File: config.mk
export PLATFORM = sky130hd
export DESIGN_NAME = bp_me_burst_serializer
export DESIGN_NICKNAME = d
export VERILOG_FILES = /design/src/rtl/bp_me_burst_serializer.sv
export SDC_FILE = /design/constraint.sdc
export NUM_CORES = 2
export LEC_CHECK = 0
export BUFFER_PORTS_ARGS = -buffer_cell sky130_fd_sc_hd__buf_2
export CELL_PAD_IN_SITES_DETAIL_PLACEMENT = 1
export CELL_PAD_IN_SITES_GLOBAL_PLACEMENT = 1
export CORE_AREA = 8 8 272 274
export DETAILED_ROUTE_END_ITERATION = 16
export DIE_AREA = 0 0 280 282
export PLACE_DENSITY_LB_ADDON = 0.12
export SYNTH_ARGS = -nofsm -noshare
export SYNTH_HDL_FRONTEND = slang
export SYNTH_SLANG_ARGS = --single-unit
File: constraint.sdc
create_clock -name clk_i -period 32.7 [get_ports clk_i]
set_clock_uncertainty 0.15 [all_clocks]
set_input_delay 4.905 -clock clk_i [delete_from_list [all_inputs] [get_ports clk_i]]
set_output_delay 4.905 -clock clk_i [all_outputs]
set_load 0.02 [all_outputs]
File: src/rtl/bp_me_burst_serializer.sv
// bp_me_burst_serializer
//
// Turns one complete CCE-side message (header + up to one cache block of
// payload) into a BP Burst stream: a single header beat on the header channel
// and zero or more data_width_p-bit beats on the data channel. The two output
// channels are independent ready&valid interfaces. Data beats may finish
// before the header does.
//
// Ports:
//   clk_i, reset_i         clock, asynchronous active-high reset
//   msg_header_i           opaque header to send
//   msg_size_i             log2 of payload bytes
//   msg_has_data_i         payload present
//   msg_data_i             payload, beat k at [k*data_width_p +: data_width_p]
//   msg_v_i / msg_ready_o  input handshake (ready only while idle)
//   header_o, header_v_o, header_ready_i   burst header channel
//   data_o, data_v_o, data_ready_i         burst data channel
//   data_last_o            final-beat flag (only with BP_ME_BURST_SERIALIZER_LAST_EN)
//
// Optional feature macro: BP_ME_BURST_SERIALIZER_LAST_EN adds data_last_o.

module bp_me_burst_serializer #(
  parameter int header_width_p = 64,
  parameter int block_width_p  = 512,
  parameter int data_width_p   = 64,
  parameter int size_width_p   = 3
) (
  input  logic                      clk_i,
  input  logic                      reset_i,

  input  logic [header_width_p-1:0] msg_header_i,
  input  logic [size_width_p-1:0]   msg_size_i,
  input  logic                      msg_has_data_i,
  input  logic [block_width_p-1:0]  msg_data_i,
  input  logic                      msg_v_i,
  output logic                      msg_ready_o,

  output logic [header_width_p-1:0] header_o,
  output logic                      header_v_o,
  input  logic                      header_ready_i,

  output logic [data_width_p-1:0]   data_o,
  output logic                      data_v_o,
  input  logic                      data_ready_i
`ifdef BP_ME_BURST_SERIALIZER_LAST_EN
  ,
  output logic                      data_last_o
`endif
);

  localparam int max_beats_lp     = block_width_p / data_width_p;
  localparam int lg_dw_lp         = $clog2(data_width_p);
  localparam int lg_max_beats_lp  = $clog2(max_beats_lp);
  // One extra bit so the counter can hold max_beats_lp itself (the "done" value).
  localparam int cnt_width_lp     = lg_max_beats_lp + 1;
  localparam int idx_width_lp     = (max_beats_lp > 1) ? lg_max_beats_lp : 1;

  typedef enum logic {e_idle, e_send} state_e;

  state_e state_r, state_n;

  logic [header_width_p-1:0]                  header_r;
  logic [max_beats_lp-1:0][data_width_p-1:0]  data_r;
  logic [cnt_width_lp-1:0]                    beats_r;
  logic [cnt_width_lp-1:0]                    beat_cnt_r;
  logic                                       header_sent_r;
  logic [idx_width_lp-1:0]                    beat_idx;

  logic ready_int, accept, header_hs, data_hs;

  // Beat count for a message, done in the log domain so any size_width_p works
  // without a wide multiplier: payload bits = 2^(size+3).
  function automatic logic [cnt_width_lp-1:0] calc_beats(
    input logic [size_width_p-1:0] size,
    input logic                    has_data
  );
    int bits_lg;
    calc_beats = '0;
    bits_lg    = int'(size) + 3;
    if (!has_data)
      calc_beats = '0;
    else if (bits_lg <= lg_dw_lp)
      calc_beats = cnt_width_lp'(1);                // sub-beat sizes: one beat
    else if ((bits_lg - lg_dw_lp) >= lg_max_beats_lp)
      calc_beats = cnt_width_lp'(max_beats_lp);     // oversize: capped, no error
    else
      calc_beats = cnt_width_lp'(1) << (bits_lg - lg_dw_lp);
  endfunction

  // Beat select. After the last beat the counter reaches max_beats_lp and the
  // truncated index wraps to 0; data_v_o is low by then so the value is moot.
  if (max_beats_lp > 1) begin : g_idx
    assign beat_idx = beat_cnt_r[idx_width_lp-1:0];
  end else begin : g_idx1
    assign beat_idx = '0;
  end

  // State register
  always_ff @(posedge clk_i or posedge reset_i) begin
    if (reset_i) state_r <= e_idle;
    else         state_r <= state_n;
  end

  // Next state and handshake outputs
  always_comb begin
    state_n    = state_r;
    ready_int  = 1'b0;
    header_v_o = 1'b0;
    data_v_o   = 1'b0;
    accept     = 1'b0;
    header_hs  = 1'b0;
    data_hs    = 1'b0;
    case (state_r)
      e_idle: begin
        // reset_i gating keeps ready low while reset is held, not just after.
        ready_int = ~reset_i;
        accept    = msg_v_i & ready_int;
        if (accept) state_n = e_send;
      end
      e_send: begin
        header_v_o = ~header_sent_r;
        data_v_o   = (beat_cnt_r < beats_r);
        header_hs  = header_v_o & header_ready_i;
        data_hs    = data_v_o & data_ready_i;
        // Done when both channels are finished, counting this cycle's handshakes.
        if ((header_sent_r | header_hs) &&
            ((beat_cnt_r + cnt_width_lp'(data_hs)) == beats_r))
          state_n = e_idle;
      end
      default: state_n = e_idle;
    endcase
  end

  assign msg_ready_o = ready_int;

  // Message capture and progress tracking
  always_ff @(posedge clk_i or posedge reset_i) begin
    if (reset_i) begin
      header_r      <= '0;
      data_r        <= '0;
      beats_r       <= '0;
      beat_cnt_r    <= '0;
      header_sent_r <= 1'b0;
    end else if (accept) begin
      header_r      <= msg_header_i;
      data_r        <= msg_data_i;
      beats_r       <= calc_beats(msg_size_i, msg_has_data_i);
      beat_cnt_r    <= '0;
      header_sent_r <= 1'b0;
    end else begin
      if (header_hs) header_sent_r <= 1'b1;
      if (data_hs)   beat_cnt_r    <= beat_cnt_r + cnt_width_lp'(1);
    end
  end

  // Outputs come straight from registers, so they are stable during stalls
  // and read 0 while reset is asserted.
  assign header_o = header_r;
  assign data_o   = data_r[beat_idx];

`ifdef BP_ME_BURST_SERIALIZER_LAST_EN
  assign data_last_o = data_v_o & (beat_cnt_r == (beats_r - cnt_width_lp'(1)));
`endif

endmodule

==> flow_metrics.tcl <==
set metrics [dict create \
    die_h_um 282 \
    crit_buf_inv 2 \
    met1Wirelength_um 35760 \
    nets 3980 \
    final_cells 4408 \
    syn_area_per_cell_um2 9.498 \
    grt_usage_pct 23.29 \
    dp_cells 4254 \
    synth_area_leaders "dfrtp_1, nand2_1, mux4_2" \
    cp_top_family "buffers and inverters" \
    coreArea_um2 69540 \
    grt_overflow 0 \
    crit_type "primary input to output port" \
    antenna_found_initial 54 \
    setup_viol_count_final 0 \
    slowest_stage "nor2_1" \
    start_util_pct 37.49 \
    worst_r2r_endpoint "header_o[11]" \
    cts_buffers 69 \
    cp-end-kind "output port" \
    ys_seq_area_share_pct 56.25 \
    syn_to_final_growth_pct 25.38 \
    reg2regPathDepth 7 \
    r2r_slack_ns 27.87 \
    synthArstFlopShare_pct 100.0 \
    io_pins 716 \
    yosys-top-cells-count "nand2_1, dfrtp_1, mux4_2" \
    h-tree-depth 3 \
    cap_viol_max_count 0 \
    ys_warn_count 0 \
    clock_sinks 586 \
    io_buffers 715 \
    clockBufferDepth 3 \
    hold_viol_final 0 \
    synth_cell_type_count 31 \
    drt_iter0_drc 1220 \
    routed-wl-met3_um 5723 \
    crit_path_frequent_cell "buf_2" \
    dieArea_um2 78960 \
    yosysTopAreaCellShare_pct 56.25 \
    synthesis.nets 3340 \
    synth_flop_cell "dfrtp_1" \
    fmax_mhz 94.48 \
    worst_pin_slew_ns 1.108 \
    max_stage_delay_ns 0.26 \
    critPathArrivalTime_ns 5.53 \
    clkLatencyLatePin_ns 0.58 \
    startpoint "reset_i" \
    min_to "data_r[178]" \
    cts_resized 0 \
    synth-edff-count 0 \
    min_period_over_period_pct 32.37 \
    drt_wl_total_um 93390 \
    yosysMostFrequentCell "nand2_1" \
    drive_above_1_share_pct 30.33 \
    slew_headroom_pct 26.16 \
    grt_max_degree 210 \
    root_buffer "clkbuf_16" \
    worstReg2RegStart "state_r" \
    postSynthCellCount 2745 \
    grt_pass1_vias 24350 \
    rsz0062_at_grt "false" \
    ant_nets 0 \
    hp-class "register to register" \
    wl_per_cell_um 21.19 \
    crit_required_ns 27.64 \
    synth-seq-cells 586 \
    hold_buffers 0 \
    fp-row-count 97 \
    p_leak_nw 17.59 \
    place_hpwl_um 66460 \
    vias 21490 \
    status "finished, final reports clean" \
    cts_tree "yes" \
    die_x_um 280 \
    path_clk_slew_ns 0.06 \
    pwr_density_cell_nw_per_um2 97.18 \
    routed.top_layer "met5" \
    fin_setup_tns_ns 0 \
    worst-path-max-fanout 3 \
    synth_area_leader_cell "dfrtp_1" \
    path_cells "buf_2 > nor2_1 > buf_2" \
    grt_pass1_wl_um 143500 \
    place.gp.congestion 0.8522 \
    postCtsSetupBuffers 0 \
    first_pass_iters 5 \
    hold_depth 2 \
    start_kind "primary input" \
    route.met2.wl_um 47800 \
    period_needed_ns 10.58 \
    ir_drop_mv 0.05156 \
    min_from "data_r[178]" \
    netlist_area_um2 26070 \
    drc 0 \
    viasPerCell 4.876 \
    slew_viol_final 0 \
]
layer usage:
layer | global-route usage, % | up-vias
met5 | 0 | -
met4 | 10.17 | 34
met3 | 6.040 | 219
met2 | 40.35 | 544
met1 | 27.19 | 10710
li1 | - | 9985
placed cells by master (no fill, tap or decap), drive strengths merged, types with 2 or more instances in the layout:
cell type / netlist / final
mux2i: 2 / 2
xnor2: 6 / 6
o21a: 4 / 4
clkbuf: 63 / 101
dfrtp: 586 / 586
a21oi: 2 / 2
mux2: 64 / 64
bufinv: 0 / 8
nand4: 4 / 4
ha: 10 / 10
buf: 104 / 736
nand2: 1738 / 1738
inv: 8 / 9
nor2b: 2 / 2
nor2: 7 / 7
mux4: 128 / 128
diode: 0 / 33
xor2: 2 / 2
o21ai: 4 / 4
clkinv: 0 / 10
power by group:
group	leakage [nW]	internal (mW)	switching (mW)
clock	1.16	0.493	0.315
sequential	7.28	1.07	0.205
combinational	9.16	0.472	0.620
total	17.6	2.04	1.14
sequential cells by signal, indices dropped and copies added (netlist names):
name	cells
beat_cnt_r	4
beats_r	4
data_r	512
header_o	64
header_sent_r	1
state_r	1
worst max-delay path by stage:
| stage | cells past startpoint | slack [ns] | endpoint |
|---|---|---|---|
| 6_report | 3 | 22.12 | msg_ready_o |
| 3_5_place_dp | 3 | 22.11 | msg_ready_o |
| 3_3_place_gp | 3 | 22.09 | msg_ready_o |
| 5_1_grt | 3 | 22.07 | msg_ready_o |
| 2_1_floorplan | 1 | 11.25 | beat_cnt_r[0] |
| 4_1_cts | 3 | 22.10 | msg_ready_o |
metrics by stage:
step,utilization (%),area [um^2],setup WS [ns],power (mW),hold WS [ns]
after floorplan,-,26070,11.25,2.006,0.2903
after detailed placement,43.48,30240,22.11,2.396,0.3072
after CTS,46.89,32610,22.10,3.228,0.3213
final,47.01,32690,22.12,3.177,0.3184
after global placement,43.48,30240,22.09,2.335,0.3019
after global routing,46.96,32660,22.07,3.387,0.3337
area by class of cell:
class | count | area, um^2
fillers | 8134 | 36850
inverters | 8 | 37.54
clock inverters | 20 | 351.6
flip-flops and latches | 586 | 14680
multi-input cells | 1984 | 10600
well taps | 940 | 1176
clock buffers | 101 | 2018
repair buffers | 736 | 3749
diodes | 33 | 82.58
worst reg2reg max path: stages (launching register included):
cell     delay [ns]
dfrtp_1        0.54
nor2_1         0.16
nand2_4        0.73
buf_4          0.95
buf_4          0.88
buf_4          0.99
nand2_1        0.25
nand2_1        0.12
kinds of logic after synthesis:
kind of cell	share of synthesized area, %
adders and majority gates	0.4799
muxes	13.90
DFF	56.25
buffers and inverters	3.139
and+or+nand+nor	25.39
AOI/OAI and AO/OA	0.5808
xor gates and xnor gates	0.2688
No activity file was read; power rests on OpenSTA's default activity.
